[config.mk]
export PLATFORM = sky130hd
export DESIGN_NAME = decode
export DESIGN_NICKNAME = d
export VERILOG_FILES = /design/src/rtl/riscv_pkg.sv /design/src/rtl/decode_imm.sv /design/src/rtl/decode.sv
export SDC_FILE = /design/constraint.sdc
export NUM_CORES = 1
export LEC_CHECK = 0
export ABC_AREA = 1
export ABC_CLOCK_PERIOD_IN_PS = 1200
export CAP_MARGIN = 20
export CORE_MARGIN = 2
export CORE_UTILIZATION = 45
export DETAILED_ROUTE_END_ITERATION = 8
export DONT_BUFFER_PORTS = 1
export GPL_TIMING_DRIVEN = 0
export SLEW_MARGIN = 20
export SYNTH_ARGS = -nofsm -noshare
export SYNTH_HDL_FRONTEND = slang
export SYNTH_SLANG_ARGS = --single-unit
export TNS_END_PERCENT = 50
[constraint.sdc]
create_clock -name clk -period 1.2 [get_ports clk]
set_input_delay 0 -clock clk [delete_from_list [all_inputs] [get_ports clk]]
set_output_delay 0 -clock clk [all_outputs]
set_load 0.01 [all_outputs]
[src/rtl/riscv_pkg.sv]
`default_nettype none
// +----------------------------------------------------------------------------+
// | riscv_pkg : RV32I opcodes, control-field encodings, SYSTEM words            |
// | Rev 1.0   : initial release                                                |
// +----------------------------------------------------------------------------+
package riscv_pkg;

    localparam logic [6:0] OPC_LUI      = 7'b0110111;
    localparam logic [6:0] OPC_AUIPC    = 7'b0010111;
    localparam logic [6:0] OPC_JAL      = 7'b1101111;
    localparam logic [6:0] OPC_JALR     = 7'b1100111;
    localparam logic [6:0] OPC_BRANCH   = 7'b1100011;
    localparam logic [6:0] OPC_LOAD     = 7'b0000011;
    localparam logic [6:0] OPC_STORE    = 7'b0100011;
    localparam logic [6:0] OPC_OP_IMM   = 7'b0010011;
    localparam logic [6:0] OPC_OP       = 7'b0110011;
    localparam logic [6:0] OPC_MISC_MEM = 7'b0001111;
    localparam logic [6:0] OPC_SYSTEM   = 7'b1110011;

    localparam logic [31:0] WORD_ECALL  = 32'h0000_0073;
    localparam logic [31:0] WORD_EBREAK = 32'h0010_0073;
    localparam logic [31:0] WORD_MRET   = 32'h3020_0073;
    localparam logic [31:0] WORD_WFI    = 32'h1050_0073;

    typedef enum logic [3:0] {
        ALU_ADD  = 4'd0,
        ALU_SUB  = 4'd1,
        ALU_SLL  = 4'd2,
        ALU_SLT  = 4'd3,
        ALU_SLTU = 4'd4,
        ALU_XOR  = 4'd5,
        ALU_SRL  = 4'd6,
        ALU_SRA  = 4'd7,
        ALU_OR   = 4'd8,
        ALU_AND  = 4'd9
    } alu_func_t;

    typedef enum logic [1:0] {
        CSR_NONE  = 2'd0,
        CSR_WRITE = 2'd1,
        CSR_SET   = 2'd2,
        CSR_CLEAR = 2'd3
    } csr_op_t;

    typedef enum logic [1:0] {
        MEM_BYTE = 2'd0,
        MEM_HALF = 2'd1,
        MEM_WORD = 2'd2
    } mem_size_t;

    typedef enum logic [1:0] {
        SEL_A_RS1  = 2'd0,
        SEL_A_PC   = 2'd1,
        SEL_A_ZERO = 2'd2
    } alu_sel_a_t;

    typedef enum logic [2:0] {
        IMM_I = 3'd0,
        IMM_S = 3'd1,
        IMM_B = 3'd2,
        IMM_U = 3'd3,
        IMM_J = 3'd4,
        IMM_Z = 3'd5
    } imm_fmt_t;

    typedef struct packed {
        logic [4:0] rd;
        alu_func_t  alu_func;
        alu_sel_a_t alu_sel_a;
        logic       alu_sel_b;
        logic       branch;
        logic       jump;
        logic       jalr;
        logic       load;
        logic       store;
        mem_size_t  mem_size;
        logic       mem_signed;
        csr_op_t    csr_op;
        logic       ecall;
        logic       ebreak;
        logic       mret;
        logic       wfi;
        logic       illegal;
    } ctrl_t;

    // alt selects SUB/SRA; callers gate it so ADDI never becomes a subtract.
    function automatic alu_func_t alu_from_funct3(input logic [2:0] funct3, input logic alt);
        case (funct3)
            3'b000:  return alt ? ALU_SUB : ALU_ADD;
            3'b001:  return ALU_SLL;
            3'b010:  return ALU_SLT;
            3'b011:  return ALU_SLTU;
            3'b100:  return ALU_XOR;
            3'b101:  return alt ? ALU_SRA : ALU_SRL;
            3'b110:  return ALU_OR;
            default: return ALU_AND;
        endcase
    endfunction

endpackage
`default_nettype wire

[src/rtl/decode_imm.sv]
`default_nettype none
// +----------------------------------------------------------------------------+
// | decode_imm : immediate extraction and sign extension per instruction format|
// | Rev 1.0    : initial release                                               |
// +----------------------------------------------------------------------------+
module decode_imm
    import riscv_pkg::*;
(
    input  logic [31:7] instruction,
    input  imm_fmt_t    fmt,
    output logic [31:0] imm
);

    always_comb begin
        imm = '0;
        case (fmt)
            IMM_I: imm = {{20{instruction[31]}}, instruction[31:20]};
            IMM_S: imm = {{20{instruction[31]}}, instruction[31:25], instruction[11:7]};
            IMM_B: imm = {{19{instruction[31]}}, instruction[31], instruction[7],
                          instruction[30:25], instruction[11:8], 1'b0};
            IMM_U: imm = {instruction[31:12], 12'h000};
            IMM_J: imm = {{11{instruction[31]}}, instruction[31], instruction[19:12],
                          instruction[20], instruction[30:21], 1'b0};
            IMM_Z: imm = {27'd0, instruction[19:15]};
            default: imm = '0;
        endcase
    end

endmodule
`default_nettype wire

[src/rtl/decode.sv]
`default_nettype none
// +----------------------------------------------------------------------------+
// | decode : RV32I decode stage, registered control bundle toward execute      |
// | Rev 1.0 : initial release                                                  |
// +----------------------------------------------------------------------------+
module decode
    import riscv_pkg::*;
#(
    parameter int XLEN         = 32,
    parameter bit ENABLE_ZICSR = 1'b1
) (
    input  logic            clk,
    input  logic            reset,
    input  logic [XLEN-1:0] pc_in,
    input  logic [XLEN-1:0] next_pc_in,
    input  logic [31:0]     instruction_in,
    input  logic            valid_in,
    input  logic            stall,
    input  logic            invalidate,
    output logic [4:0]      rs1_address,
    output logic [4:0]      rs2_address,
    output logic [XLEN-1:0] pc_out,
    output logic [XLEN-1:0] next_pc_out,
    output logic [4:0]      rs1_out,
    output logic [4:0]      rs2_out,
    output logic [4:0]      rd_out,
    output logic [31:0]     imm_out,
    output logic [3:0]      alu_func_out,
    output logic [1:0]      alu_sel_a_out,
    output logic            alu_sel_b_out,
    output logic [2:0]      cmp_func_out,
    output logic            branch_out,
    output logic            jump_out,
    output logic            jalr_out,
    output logic            load_out,
    output logic            store_out,
    output logic [1:0]      mem_size_out,
    output logic            mem_signed_out,
    output logic [1:0]      csr_op_out,
    output logic [11:0]     csr_addr_out,
    output logic            ecall_out,
    output logic            ebreak_out,
    output logic            mret_out,
    output logic            wfi_out,
    output logic            illegal_out,
    output logic            valid_out
);

    logic [6:0]  opcode;
    logic [2:0]  funct3;
    logic [6:0]  funct7;
    logic        legal;
    imm_fmt_t    fmt;
    ctrl_t       ctrl;
    logic [31:0] imm;

    ctrl_t            ctrl_q;
    logic [XLEN-1:0]  pc_q;
    logic [XLEN-1:0]  next_pc_q;
    logic [4:0]       rs1_q;
    logic [4:0]       rs2_q;
    logic [31:0]      imm_q;
    logic [2:0]       cmp_q;
    logic [11:0]      csr_addr_q;
    logic             valid_q;

    assign opcode      = instruction_in[6:0];
    assign funct3      = instruction_in[14:12];
    assign funct7      = instruction_in[31:25];
    assign rs1_address = instruction_in[19:15];
    assign rs2_address = instruction_in[24:20];

    decode_imm u_imm (
        .instruction (instruction_in[31:7]),
        .fmt         (fmt),
        .imm         (imm)
    );

    always_comb begin
        ctrl    = '0;
        ctrl.rd = instruction_in[11:7];
        fmt     = IMM_I;
        legal   = 1'b0;
        case (opcode)
            OPC_LUI: begin
                legal          = 1'b1;
                fmt            = IMM_U;
                ctrl.alu_sel_a = SEL_A_ZERO;
                ctrl.alu_sel_b = 1'b1;
            end
            OPC_AUIPC: begin
                legal          = 1'b1;
                fmt            = IMM_U;
                ctrl.alu_sel_a = SEL_A_PC;
                ctrl.alu_sel_b = 1'b1;
            end
            OPC_JAL: begin
                legal          = 1'b1;
                fmt            = IMM_J;
                ctrl.jump      = 1'b1;
                ctrl.alu_sel_a = SEL_A_PC;
                ctrl.alu_sel_b = 1'b1;
            end
            OPC_JALR: begin
                legal          = (funct3 == 3'b000);
                ctrl.jump      = 1'b1;
                ctrl.jalr      = 1'b1;
                ctrl.alu_sel_b = 1'b1;
            end
            OPC_BRANCH: begin
                legal          = (funct3 != 3'b010) && (funct3 != 3'b011);
                fmt            = IMM_B;
                ctrl.branch    = 1'b1;
                ctrl.rd        = 5'd0;
                ctrl.alu_sel_a = SEL_A_PC;
                ctrl.alu_sel_b = 1'b1;
            end
            OPC_LOAD: begin
                legal           = (funct3 != 3'b011) && (funct3 != 3'b110) && (funct3 != 3'b111);
                ctrl.load       = 1'b1;
                ctrl.mem_size   = mem_size_t'(funct3[1:0]);
                ctrl.mem_signed = ~funct3[2];
                ctrl.alu_sel_b  = 1'b1;
            end
            OPC_STORE: begin
                legal          = ~funct3[2] && (funct3[1:0] != 2'b11);
                fmt            = IMM_S;
                ctrl.store     = 1'b1;
                ctrl.mem_size  = mem_size_t'(funct3[1:0]);
                ctrl.rd        = 5'd0;
                ctrl.alu_sel_b = 1'b1;
            end
            OPC_OP_IMM: begin
                // Shift-immediates carry funct7 in imm[11:5]; other OP-IMM ops use the full imm.
                case (funct3)
                    3'b001:  legal = (funct7 == 7'h00);
                    3'b101:  legal = (funct7 == 7'h00) || (funct7 == 7'h20);
                    default: legal = 1'b1;
                endcase
                ctrl.alu_func  = alu_from_funct3(funct3, (funct3 == 3'b101) && instruction_in[30]);
                ctrl.alu_sel_b = 1'b1;
            end
            OPC_OP: begin
                legal = (funct7 == 7'h00) ||
                        ((funct7 == 7'h20) && ((funct3 == 3'b000) || (funct3 == 3'b101)));
                ctrl.alu_func = alu_from_funct3(funct3, instruction_in[30]);
            end
            OPC_MISC_MEM: begin
                legal   = (funct3[2:1] == 2'b00);
                ctrl.rd = 5'd0;
            end
            OPC_SYSTEM: begin
                ctrl.rd = 5'd0;
                if (funct3 == 3'b000) begin
                    legal = 1'b1;
                    case (instruction_in)
                        WORD_ECALL:  ctrl.ecall  = 1'b1;
                        WORD_EBREAK: ctrl.ebreak = 1'b1;
                        WORD_MRET:   ctrl.mret   = 1'b1;
                        WORD_WFI:    ctrl.wfi    = 1'b1;
                        default:     legal       = 1'b0;
                    endcase
                end else if (ENABLE_ZICSR && (funct3 != 3'b100)) begin
                    legal       = 1'b1;
                    ctrl.rd     = instruction_in[11:7];
                    ctrl.csr_op = csr_op_t'(funct3[1:0]);
                    if (funct3[2]) begin
                        fmt            = IMM_Z;
                        ctrl.alu_sel_b = 1'b1;
                    end
                end
            end
            default: legal = 1'b0;
        endcase

        if (!legal) begin
            ctrl.rd      = 5'd0;
            ctrl.branch  = 1'b0;
            ctrl.jump    = 1'b0;
            ctrl.jalr    = 1'b0;
            ctrl.load    = 1'b0;
            ctrl.store   = 1'b0;
            ctrl.csr_op  = CSR_NONE;
            ctrl.ecall   = 1'b0;
            ctrl.ebreak  = 1'b0;
            ctrl.mret    = 1'b0;
            ctrl.wfi     = 1'b0;
            ctrl.illegal = 1'b1;
        end
    end

    always_ff @(posedge clk) begin
        if (reset) begin
            ctrl_q     <= '0;
            pc_q       <= '0;
            next_pc_q  <= '0;
            rs1_q      <= '0;
            rs2_q      <= '0;
            imm_q      <= '0;
            cmp_q      <= '0;
            csr_addr_q <= '0;
            valid_q    <= 1'b0;
        end else if (stall) begin
            valid_q <= valid_q;
        end else if (invalidate) begin
            valid_q <= 1'b0;
        end else begin
            ctrl_q         <= ctrl;
            // A bubble must never raise a trap downstream.
            ctrl_q.illegal <= ctrl.illegal & valid_in;
            pc_q           <= pc_in;
            next_pc_q      <= next_pc_in;
            rs1_q          <= instruction_in[19:15];
            rs2_q          <= instruction_in[24:20];
            imm_q          <= imm;
            cmp_q          <= funct3;
            csr_addr_q     <= instruction_in[31:20];
            valid_q        <= valid_in;
        end
    end

    assign pc_out         = pc_q;
    assign next_pc_out    = next_pc_q;
    assign rs1_out        = rs1_q;
    assign rs2_out        = rs2_q;
    assign rd_out         = ctrl_q.rd;
    assign imm_out        = imm_q;
    assign alu_func_out   = ctrl_q.alu_func;
    assign alu_sel_a_out  = ctrl_q.alu_sel_a;
    assign alu_sel_b_out  = ctrl_q.alu_sel_b;
    assign cmp_func_out   = cmp_q;
    assign branch_out     = ctrl_q.branch;
    assign jump_out       = ctrl_q.jump;
    assign jalr_out       = ctrl_q.jalr;
    assign load_out       = ctrl_q.load;
    assign store_out      = ctrl_q.store;
    assign mem_size_out   = ctrl_q.mem_size;
    assign mem_signed_out = ctrl_q.mem_signed;
    assign csr_op_out     = ctrl_q.csr_op;
    assign csr_addr_out   = csr_addr_q;
    assign ecall_out      = ctrl_q.ecall;
    assign ebreak_out     = ctrl_q.ebreak;
    assign mret_out       = ctrl_q.mret;
    assign wfi_out        = ctrl_q.wfi;
    assign illegal_out    = ctrl_q.illegal;
    assign valid_out      = valid_q;

endmodule
`default_nettype wire

# [After elaboration in Yosys (flattened, before gate mapping)]
# Index checks and enable logic that the tools add are counted.
[totals] out_inout_bits=159 input_bits=101 register_bits=149 word_cells=128
[classes] n_mux=44 eq_ne=33 bitwise_logic=4 reduce_logical=22
[op_table] cell="one-hot mux 32 bit (6 select lines)" n=1
[op_table] cell="one-hot mux 4 bit (7 select lines)" n=2
[op_table] cell="equality test 32 x 21 -> 1 bit (second input constant)" n=1
[op_table] cell="equality test 32 x 29 -> 1 bit (second input constant)" n=1
[op_table] cell="equality test 32 x 30 -> 1 bit (second input constant)" n=1
[op_table] cell="equality test 32 x 7 -> 1 bit (second input constant)" n=1
[op_table] cell="equality test 7 x 6 -> 1 bit (second input constant)" n=4
[op_table] cell="equality test 7 bit (second input constant)" n=4
[op_table] cell="2-to-1 mux 1 bit" n=21
[op_table] cell="2-to-1 mux 5 bit" n=4
[op_table] cell="equality test 3 bit (second input constant)" n=5
[op_table] cell="one-hot mux 3 bit (5 select lines)" n=1
[op_table] cell="equality test 7 x 5 -> 1 bit (second input constant)" n=2
[op_table] cell="equality test 3 x 2 -> 1 bit (second input constant)" n=4
[op_table] cell="one-hot mux 5 bit (2 select lines)" n=1
[op_table] cell="2-to-1 mux 3 bit" n=3
[op_table] cell="inequality test 3 bit (second input constant)" n=3
[op_table] cell="one-hot mux 1 bit (9 select lines)" n=1
[op_table] cell="OR reduction 3 bit" n=3
[op_table] cell="one-hot mux 4 bit (2 select lines)" n=1
[op_table] cell="OR reduction 8 bit" n=1
[op_table] cell="equality test 7 x 2 -> 1 bit (second input constant)" n=1
[op_table] cell="equality test 7 x 4 -> 1 bit (second input constant)" n=1
[op_table] cell="logical NOT 7 bit" n=1
[op_table] cell="other kinds (18)" n=35

# [Longest topological paths before layout]
# Gate-level depths: netlist of run 1.
[logic_depth] depth_word=7 ltp_mapped=13 ltp_nobuf=13

# [Modules after synthesis]
# From an unflattened synthesis of run 1, not the netlist that was laid out.
[hier_totals] cells_unflattened=918 area_unflattened_um2=6358.6
[modules_own_cells] mod="decode" seq_area_each_um2=2882.8 n_inst=1 cells_each=789 area_per_inst_um2=5718.0
[modules_own_cells] mod="decode_imm" seq_area_each_um2=0.0 n_inst=1 cells_each=129 area_per_inst_um2=640.6

# [Worst setup path before layout of run 1]
# Ideal clock, no wire load.
[synth_timing] path_type="input to register" startpoint="input instruction_in[1]" endpoint="register imm_q[29], in the netlist imm_out[29]" setup_ps=132 required_time_ps=1068 path_buffers=1 path_slack_ps=35 cell_stages=12 t_arrival_ps=1033 path_cell_list="nand2_1 -> inv_1 -> nand2_2 -> inv_2 -> nand2_2 -> inv_2 -> nand3_2 -> nand2_1 -> nor2_1 -> buf_4 -> o21ai_0 -> a21oi_1"
[synth_via] elab_chain_len=5 elab_cells_between_ends=15 cone_classes="11 x eq/ne; 2 x mux; 2 x reduce/logical"
[synth_lines] element="start, declared" line="decode.sv:16" rtl="input logic [31:0] instruction_in,"
[synth_lines] element="equality test 7 x 5 -> 1 bit / equality test 7 x 6 -> 1 bit (equally long branches)" line="decode.sv:84" rtl="case (opcode)"
[synth_lines] element="OR reduction 2 bit (no line)"
[synth_lines] element="one-hot mux 3 bit (5 select lines) *" line="decode.sv:84"
[synth_lines] element="equality test 3 bit (tied with other cells)" line="decode_imm.sv:16" rtl="case (fmt)"
[synth_lines] element="one-hot mux 32 bit (6 select lines) *" line="decode_imm.sv:16"
[synth_lines] element="end signal, assigned" line="decode.sv:215" rtl="imm_q <= imm;"
[synth_lines] element="end, declared" line="decode.sv:62" rtl="logic [31:0] imm_q;"
# Mark *: on every way between the ends. The rest lies on a longest branch, timed or not.
# A chain may end at the register's enable or synchronous reset.

# [Worst setup path after layout of run 1]
[layout_timing] startpoint="input stall" endpoint="register ctrl_q, in the netlist store_out"
[layout_via] elab_chain_len=2
[layout_lines] element="start, declared" line="decode.sv:18" rtl="input logic stall,"
[layout_lines] element="NOT 1 bit (no line)"
[layout_lines] element="AND reduction 2 bit (no line)"
[layout_lines] element="end signal, assigned" line="decode.sv:208" rtl="ctrl_q <= ctrl;"
[layout_lines] element="end, declared" line="decode.sv:57" rtl="ctrl_t ctrl_q;"
# Every way passes these cells.

==> summary.txt, run 1 <==
Worst r2r src: rs2_out[0]$_SDFFE_PP0P_
Worst VDD drop: 0.875 mV
CTS Buffer Depth: 2
Fin util: 61.6%
Run status: finished, violations left
Max-Cap Viols: 0
Critical Path End Type: flip-flop
Routability cong.: 0.950
Failing checks: hold timing
Cell area after synthesis: 5960 µm²
Overflow after GRT: 0
IO buf count: 0
Die Y-Extent: 119 µm
Die extent in x: 119 µm
Synthesis-to-finish area growth: 35.1%
Mapped Cells: 842
CTS H-Tree Depth: 4
WP data arrival: 1530 ps
Top cell type's share of synthesized area: 48.3%
Highest clock rate: 0.850 GHz
Fraction of layout cells with a size suffix above 1: 9.32%
Final worst slack: 23.1 ps
Number of global-route vias before repair: 6245
Fin. max-slew vios: 0
Routed WL per cell: 18.3 µm
Post-Syn Nets: 943
Fin Hold WS: -25.5 ps
TritonCTS clock tree: done
Drt first-iter violations: 443
DIE AREA: 14200 µm²
First-pass GRT wire length: 32.9 mm
CP Class: in2reg
CTS clk-pin slew, worst paths: 60 ps
Final Hold Fails: 3
Dpl hpwl: 14.6 mm
Relative slew slack: 48.2%
Final Skew: 0 ps
Drt via density: 5.39
CTS Buf Count: 17
Final count of negative-setup-slack endpoints: 0
Hold Path Origin: instruction_in[4]
Antenna violations before repair: 0
Req. time, crit path: 1560 ps
Met1 Wirelength: 8.04 mm
Leak: 3.36 nW
Initial Utilization: 45.6%
WL met3: 1.94 mm
Yosys reg bits: 144
Via Count: 6273
YS warnings: 0
Worst slack, placed: -581 ps
PwrDens: 1560 nW/µm²
Number of diodes: 0
DR top layer: met4
Setup TNS: 0 ps
# IOs: 260
Worst Path Max Fanout: 10
Row count: 42
GRT Total Usage: 30.0%
Period minus WS final: 1180 ps
Placed Area: 6180 µm²
Most common cell after layout, fill and taps aside: nor2_1
Number of remaining DRC errors: 0
Worst setup startpoint: stall
Design area: 8060 µm²
Clock latency on the worst-skew pair: 420 ps
Register area share after synthesis: 48.3%
Largest cells by area after synthesis: dfxtp_1 (48%), nor2_1 (12%), nand2_1 (9.1%), o21ai_0 (8.0%), a21oi_1 (6.6%)
Critical Path Start Type: input port
Initial DRT Pass Iterations: 8
Fin nets: 1075
Syn avg cell area: 7.08 µm²
Clock sink count: 144
Worst-margin pin slew: 777 ps
Wirelength, routed: 21.3 mm
Most frequent cells in the layout: nor2_1 (191), dfxtp_1 (144), nand2_1 (140)
Met2 wire length: 10.5 mm
Distinct cells, synth: 28
Core Box Area: 13100 µm²
Largest net degree at the start of global routing: 17
Min-delay worst type: in2reg
Tcrit/Tclk final: 98.1%
Post-route ant nets: 0
Unrepaired setup endpoints after global routing: true
Clock Tree Root: clkbuf_16
Cell taking the most area after synthesis: dfxtp_1
-- registers in the layout (all words and copies together), names as in the netlist, 2 cells and up --
register       flops
pc_out            32
alu_sel_a_out      2
imm_out           32
csr_op_out         2
rs1_out            5
next_pc_out       32
cmp_func_out       3
mem_size_out       2
alu_func_out       4
rd_out             5
csr_addr_out       8
rs2_out            4
-- report_power, final --
group | switching (mW) | total (mW) | internal, mW
Sequential | 0.303 | 5.33 | 5.03
Clock | 2.11 | 6.06 | 3.95
Combinational | 0.652 | 1.15 | 0.498
-- through the flow --
stage,power (mW),std cells
CTS,12.5,1161
floorplan,5.96,842
global route,13.0,1163
finish,12.5,1163
global placement,6.20,1018
detailed placement,6.23,1018
-- routing by layer --
layer | up-vias | global-route usage, %
met5 | - | 0
met4 | 0 | 14.9
met3 | 61 | 9.29
met2 | 344 | 51.8
met1 | 2901 | 33.2
li1 | 2967 | -
-- kinds of logic after synthesis --
group,synth area share [%]
buffers and inverters,7.95
and+or+nand+nor,27.1
DFF,48.3
AOI/OAI and AO/OA,16.6
-- synthesized netlist by cell type, drive strengths merged --
cell / count
a31oi: 1
o21ai: 105
nand3: 29
nand2: 148
o211ai: 4
o31ai: 1
dfxtp: 144
a21oi: 79
nand3b: 1
clkbuf: 45
nand4: 6
buf: 19
a211oi: 1
inv: 46
o22ai: 2
nor3: 6
or2: 1
nor2: 204
-- path summary, 6_finish.rpt --
| path | end | slack, ps | cells past startpoint |
|---|---|---|---|
| max | store_out$_SDFFE_PP0P_ | 20 | 5 |
| min | mem_size_out[1]$_SDFFE_PP0P_ | -30 | 5 |
| max reg2reg | rs2_out[0]$_SDFFE_PP0P_ | 410 | 2 |
| min reg2reg | mem_size_out[1]$_SDFFE_PP0P_ | 510 | 2 |
-- final cells by class --
class                           instances  area, µm²
Buffer                                 64        310
Clock buffer                           18        439
Clock inverter                         14        236
Fill cell                            1145       5030
Inverter                               46        173
Multi-Input combinational cell        588       2660
Sequential cell                       144       2880
Tap cell                              176        220
Timing Repair Buffer                  113       1130
-- timing repair --
action,CTS,global route
setup endpoints to repair,20,45
setup buffers,0,1
gates cloned,0,0
hold endpoints to repair,136,3
resized for setup,1,26
hold buffers,111,2
pin swaps,0,3
-- worst max-delay path, cell delays in order --
cell and delay [ps]:
nor2_1 290, clkbuf_2 360, clkbuf_1 480, nand4_1 230, a21oi_1 170
(Power assumes the default switching activity.)
==> inputs of run 2 (changes only) <==
--- a/config.mk
+++ b/config.mk
@@ -13,6 +13,7 @@
 export DETAILED_ROUTE_END_ITERATION = 8
 export DONT_BUFFER_PORTS = 1
 export GPL_TIMING_DRIVEN = 0
+export SETUP_SLACK_MARGIN = 0.1
 export SLEW_MARGIN = 20
 export SYNTH_ARGS = -nofsm -noshare
 export SYNTH_HDL_FRONTEND = slang
==> summary.txt, run 2 (same netlist as run 1, synthesis figures left out) <==
Run status: finished, violations left
Failing checks: hold timing
Final Hold Fails: 5 (+2)
Drt via density: 5.34 (-0.93%)
Dpl hpwl: 14.9 mm (+2.1%)
CTS clk-pin slew, worst paths: 60 ps (about the same)
Max-Cap Viols: 0 (unchanged)
Fin util: 62.2% (+0.67 points)
R2r endpoint: rs2_out[0]$_SDFFE_PP0P_
Overflow after GRT: 0 (unchanged)
Number of global-route vias before repair: 6090 (-2.5%)
Tcrit/Tclk final: 89.9% (-8.2 points)
Clock latency on the worst-skew pair: 420 ps (about the same)
Worst Path Max Fanout: 3 (-7)
Post-route ant nets: 0 (unchanged)
PwrDens: 1480 nW/µm² (-5.1%)
Antenna violations before repair: 0 (unchanged)
DIE AREA: 14200 µm² (unchanged)
Highest clock rate: 0.927 GHz (+9.1%)
First-pass GRT wire length: 32.5 mm (-1.1%)
Sequential Area: 2880 µm² (unchanged)
Switching part of the total: 25.3% (+0.91 points)
Worst setup startpoint: rs2_out[2]$_SDFFE_PP0P_
CTS Buffer Depth: 2 (unchanged)
Most common cell after layout, fill and taps aside: nor2_1
Fin nets: 1082 (+0.65%)
Cell chain of the critical path: buf_4
Seq pwr share: 44.3% (+1.8 points)
Final count of negative-setup-slack endpoints: 0 (unchanged)
Critical Path Start Type: flip-flop
WP buf/inv: 1 (-1)
Drt first-iter violations: 407 (-8.1%)
Via Count: 6252 (-0.33%)
Fraction of layout cells with a size suffix above 1: 10.4% (+1.0 points)
Fin Hold WS: -56.2 ps (-30.6 ps)
R2R setup slack: 390 ps (-20 ps)
Req. time, crit path: 1200 ps (-360 ps)
Routed WL per cell: 18.5 µm (+0.74%)
Unrepaired setup endpoints after global routing: true
WP data arrival: 1080 ps (-450 ps)
Die Y-Extent: 119 µm (unchanged)
Clock Tree Root: clkbuf_16
IO buf count: 0 (unchanged)
Fill cells: 1150 (+0.44%)
CTS Buf Count: 17 (unchanged)
Crit-path slowest cell: dfxtp_1
Relative slew slack: 58.3% (+10 points)
TritonCTS clock tree: done
Worst-margin pin slew: 626 ps (-151 ps)
CP endpoint: rs2_out[2]
Leak: 3.43 nW (+1.9%)
Min-delay worst type: in2reg
Final Skew: 0 ps (unchanged)
Critical Path End Type: primary output
Row count: 42 (unchanged)
Initial Utilization: 45.6% (unchanged)
Period minus WS final: 1080 ps (-98.1 ps)
Clock sink count: 144 (unchanged)
Clock power share: 45.9% (-2.4 points)
CTS H-Tree Depth: 4 (unchanged)
Pint: 8.98 mW (-5.2%)
CP Class: reg2out
Initial DRT Pass Iterations: 5 (-3)
Setup TNS: 0 ps (unchanged)
GRT Total Usage: 29.7% (-0.29 points)
Combinational share of power: 9.8% (+0.6 points)
Synthesis-to-finish area growth: 36.6%
Most frequent cells in the layout: nor2_1 (187), dfxtp_1 (144), nand2_1 (139)
Worst r2r src: rs2_out[0]$_SDFFE_PP0P_
# IOs: 260 (unchanged)
FF-to-FF path depth: 2 (unchanged)
Routability cong.: 0.904 (-4.8%)
Die extent in x: 119 µm (unchanged)
Fin. max-slew vios: 0 (unchanged)
Stages on worst setup path: 1 (-4)
Wirelength, routed: 21.6 mm (+1.3%)
CP peak stage delay: 480 ps (about the same)
Psw: 3.05 mW (-0.52%)
Number of diodes: 0 (unchanged)
Worst VDD drop: 1.23 mV (+41%)
Largest net degree at the start of global routing: 17 (unchanged)
Core Box Area: 13100 µm² (unchanged)
Area of the multi-input gates: 2730 µm² (+2.6%)
Number of remaining DRC errors: 0 (unchanged)
Critical path's top delay family: flip-flops
==> run 2: cell types whose count changed in the layout (fill, tap and decap cells not counted), sizes merged <==
cell,before,now
buf,18,24
bufinv,6,3
clkinvlp,2,3
dlygate4sd3,110,113
==> run 2: layout make-up <==
type / instances / area share [%]
Sequential cell: 144 / 35.4
Multi-Input combinational cell: 588 / 33.5
Timing Repair Buffer: 120 / 14.7
Clock buffer: 20 / 5.73
Buffer: 64 / 3.89
Tap cell: 176 / 2.70
Inverter: 46 / 2.20
Clock inverter: 12 / 1.91
==> run 2: power groups by stage <==
stage	logic, mW	registers (mW)	clock network [mW]
global placement	0.790	5.43	0
CTS	1.12	5.33	5.57
detailed placement	0.814	5.43	0
global route	1.30	5.35	5.76
floorplan	0.616	5.35	0
finish	1.18	5.33	5.52
==> run 2: per-layer routing <==
metal	vias up	routed length [µm]	track usage, %
met2	313	10700	51.7
met4	0	597	12.4
met3	40	1740	7.28
met1	2915	8550	34.7
met5	-	0	0
li1	2984	-	-
==> run 2: metrics by stage <==
step                      setup WS, ps  cell area (µm²)  cells  power [mW]
final                              121             8140   1170        12.0
after global routing              60.1             8140   1170        12.4
after CTS                          102             7990   1164        12.0
after detailed placement          -664             6210   1018        6.24
after global placement            -624             6210   1018        6.22
after floorplan                   92.7             5990    842        5.97
==> run 2: what timing repair did <==
| action | 4_1_cts | 5_1_grt |
|---|---|---|
| resized for setup | 5 | 36 |
| setup endpoints to repair | 65 | 85 |
| pin swaps | 0 | 5 |
| setup buffers | 0 | 5 |
| hold endpoints to repair | 135 | 5 |
| hold buffers | 114 | 2 |
==> run 2: how the worst min path moves through the flow <==
stage,start,to,slack (ps),cells past startpoint
3_5_place_dp,instruction_in[18],rs1_address[3],90,1
3_3_place_gp,instruction_in[16],rs1_address[1],90,1
5_1_grt,instruction_in[3],alu_sel_a_out[0]$_SDFFE_PP0P_,-70,3
2_1_floorplan,instruction_in[15],rs1_address[0],90,1
6_report,instruction_in[3],alu_sel_a_out[0]$_SDFFE_PP0P_,-60,3
4_1_cts,instruction_in[6],store_out$_SDFFE_PP0P_,-160,3
==> inputs of run 3 (changes only) <==
--- a/config.mk
+++ b/config.mk
@@ -5,7 +5,6 @@
 export SDC_FILE = /design/constraint.sdc
 export NUM_CORES = 1
 export LEC_CHECK = 0
-export ABC_AREA = 1
 export ABC_CLOCK_PERIOD_IN_PS = 1200
 export CAP_MARGIN = 20
 export CORE_MARGIN = 2
==> summary.txt, run 3 <==
Simple-gate share of the synthesized area: 25.3% (-1.9 points)
Largest net degree at the start of global routing: 17 (unchanged)
Fin. max-slew vios: 0 (unchanged)
Final Hold Fails: 14 (+9)
Cts hold-fix bufs: 102 (-11%)
Hold Path End: branch_out$_SDFFE_PP0P_
Synth Area in Adders: 0% (unchanged)
Fill cells: 1131 (-1.7%)
Top cell type's share of synthesized area: 48.8% (+0.47 points)
Core Box Area: 12700 µm² (-2.8%)
Drt via density: 5.68 (+6.3%)
Most frequent cell after synthesis: nand2_1
Unrepaired setup endpoints after global routing: true
Die Y-Extent: 119 µm (-0.47%)
Via Count: 5915 (-5.4%)
IO buf count: 0 (unchanged)
Fraction of layout cells with a size suffix above 1: 13.3% (+3.0 points)
Design area: 7950 µm² (-2.4%)
Tcrit/Tclk final: 94.1% (+4.2 points)
Leak: 2.92 nW (-15%)
Req. time, crit path: 1510 ps (+310 ps)
TritonCTS clock tree: done
WP data arrival: 1440 ps (+360 ps)
Worst Path Max Fanout: 8 (+5)
Mapped Cells: 732 (-13%)
Compound-Gate Fraction of Synth Area: 18.8% (+2.2 points)
Setup TNS: 0 ps (unchanged)
Min-delay worst type: in2reg
Number of remaining DRC errors: 0 (unchanged)
Worst slack, placed: -646 ps (+18.7 ps)
Dpl hpwl: 13.7 mm (-8.3%)
Period minus WS final: 1130 ps (+51.0 ps)
R2R setup slack: 360 ps (-30 ps)
CTS clk-pin slew, worst paths: 60 ps (about the same)
Largest family of logic cells by synthesized area: simple AND/OR/NAND/NOR gates
Number of diodes: 0 (unchanged)
Yosys reg bits: 144 (unchanged)
Critical Path Start Type: input port
GRT Total Usage: 28.8% (-0.84 points)
Final worst slack: 70.3 ps (-51.0 ps)
Post-synthesis mux area share: 0.169% (+0.17 points)
Power Total: 11.7 mW (-3.0%)
Post-route ant nets: 0 (unchanged)
Row count: 41 (-2.4%)
Run status: finished, violations left
DIE AREA: 14100 µm² (-0.93%)
Worst r2r src: imm_out[29]$_SDFFE_PP0P_
Antenna violations before repair: 0 (unchanged)
Ys flop type: dfxtp_1
Post-synth EDFFs: 0 (unchanged)
Overflow after GRT: 0 (unchanged)
YS warnings: 0 (unchanged)
Die extent in x: 119 µm (-0.47%)
First-pass GRT wire length: 31.4 mm (-3.3%)
PwrDens: 1470 nW/µm² (-0.67%)
Hold Path Depth: 4 (+1)
Drt first-iter violations: 434 (+6.6%)
Worst-margin pin slew: 662 ps (+36.5 ps)
Area of the multi-input gates: 2770 µm² (+1.3%)
Routed WL per cell: 19.9 µm (+7.8%)
CTS Buf Count: 17 (unchanged)
Critical Path End Type: flip-flop
Fin util: 62.5% (+0.24 points)
Fin nets: 957 (-12%)
Clock sink count: 144 (unchanged)
Cell taking the most area after synthesis: dfxtp_1
Routability cong.: 0.894 (-1.1%)
Initial DRT Pass Iterations: 6 (+1)
Wirelength, routed: 20.7 mm (-4.1%)
Clock Tree Root: clkbuf_16
CTS H-Tree Depth: 4 (unchanged)
R2r endpoint: imm_out[29]$_SDFFE_PP0P_
Relative slew slack: 55.7% (-2.6 points)
Sequential Area: 2880 µm² (unchanged)
Cell area after synthesis: 5910 µm² (-0.97%)
Register area share after synthesis: 48.8% (+0.47 points)
Async SR Flop Fraction: 0% (unchanged)
Placed Area: 6190 µm² (-0.32%)
Failing checks: hold timing
Most common cell after layout, fill and taps aside: nand2_1
Fin cells: 1041 (-11%)
FF-to-FF path depth: 2 (unchanged)
Max-Cap Viols: 0 (unchanged)
Largest cells by area after synthesis: dfxtp_1 (49%), nand2_1 (14%), a21oi_1 (8.9%), nor2_1 (3.5%), clkbuf_1 (2.5%)
Highest clock rate: 0.885 GHz (-4.5%)
Initial Utilization: 46.4% (+0.85 points)
Syn avg cell area: 8.07 µm² (+14%)
Synthesis-to-finish area growth: 34.6%
Post-Syn Nets: 833 (-12%)
Final Skew: 0 ps (unchanged)
# IOs: 260 (unchanged)
Hold Path Origin: instruction_in[2]
Synth cell count leaders: nand2_1 (216), dfxtp_1 (144), a21oi_1 (105), nor2_1 (55), clkbuf_1 (40)
Placed insts: 904 (-11%)
CP Class: in2reg
Most frequent cells in the layout: nand2_1 (215), dfxtp_1 (144), a21oi_1 (104)
Final count of negative-setup-slack endpoints: 0 (unchanged)
Clock latency on the worst-skew pair: 410 ps (about the same)
Worst VDD drop: 0.893 mV (-28%)
Number of global-route vias before repair: 5738 (-5.8%)
CTS Buffer Depth: 2 (unchanged)
Fin Hold WS: -82.7 ps (-26.5 ps)
XOR/XNOR share of the synthesized area: 0.148% (+0.15 points)
Distinct cells, synth: 62 (+120%)
run 3: changes by cell type after synthesis, moves of 6 or more:
cell      before  now
nor2_1       196   55
o21ai_0       95    9
nand2_1      144  216
inv_1         41    3
a21oi_1       79  105
nand3_1       26   11
a211oi_1       1   11
a211oi_2       0   10
a22oi_1        0    9
nor4_1         0    7
buf_2          1    7
run 3: layout make-up:
type / count / area share, %
Buffer: 70 / 5.52
Clock buffer: 20 / 5.62
Clock inverter: 12 / 1.68
Inverter: 3 / 0.142
Multi-Input combinational cell: 514 / 34.8
Sequential cell: 144 / 36.3
Tap cell: 172 / 2.71
Timing Repair Buffer: 106 / 13.3
run 3: power by group:
group	leakage (nW)	switching, mW	internal, mW	total (mW)
clock network	0.281	2.10	3.13	5.23
registers	1.18	0.263	4.99	5.25
logic	1.47	0.646	0.539	1.18
run 3: cells by family (layout without fill, tap and decap cells):
family / after synthesis / in the layout
xor gates and xnor gates: 1 / 1
AOI/OAI and AO/OA: 176 / 176
muxes: 1 / 1
and+or+nand+nor: 336 / 336
buffers and inverters: 74 / 211
DFF: 144 / 144
run 3: per-layer routing:
layer  global-route usage (%)  vias up  wire, µm
li1                         -     2726         -
met1                     33.6     2818      7940
met4                     11.0        0       638
met3                     10.7       52      2200
met5                        0        -         0
met2                     48.1      319      9970
run 3: what timing repair did:
item	CTS	global route
endpoints found under the setup margin	103	61
hold endpoints to repair	134	8
pin swaps	0	9
resized for setup	13	29
setup buffers	0	4
run 3: how the worst max path moves through the flow:
| stage | start | end | depth (start not counted) |
|---|---|---|---|
| after floorplan | instruction_in[17] | illegal_out$_SDFFE_PP0P_ | 6 |
| after global placement | instruction_in[4] | illegal_out$_SDFFE_PP0P_ | 6 |
| after detailed placement | instruction_in[4] | rd_out[3]$_SDFFE_PP0P_ | 6 |
| after CTS | instruction_in[3] | imm_out[20]$_SDFFE_PP0P_ | 7 |
| after global routing | instruction_in[4] | illegal_out$_SDFFE_PP0P_ | 6 |
| final | instruction_in[3] | illegal_out$_SDFFE_PP0P_ | 7 |
run 3: worst max-delay path, cell delays in order:
cell,delay (ps)
buf_12,110
or2_2,320
o21ai_0,250
a41oi_2,150
nand4_1,240
a31oi_4,80
a32o_1,290
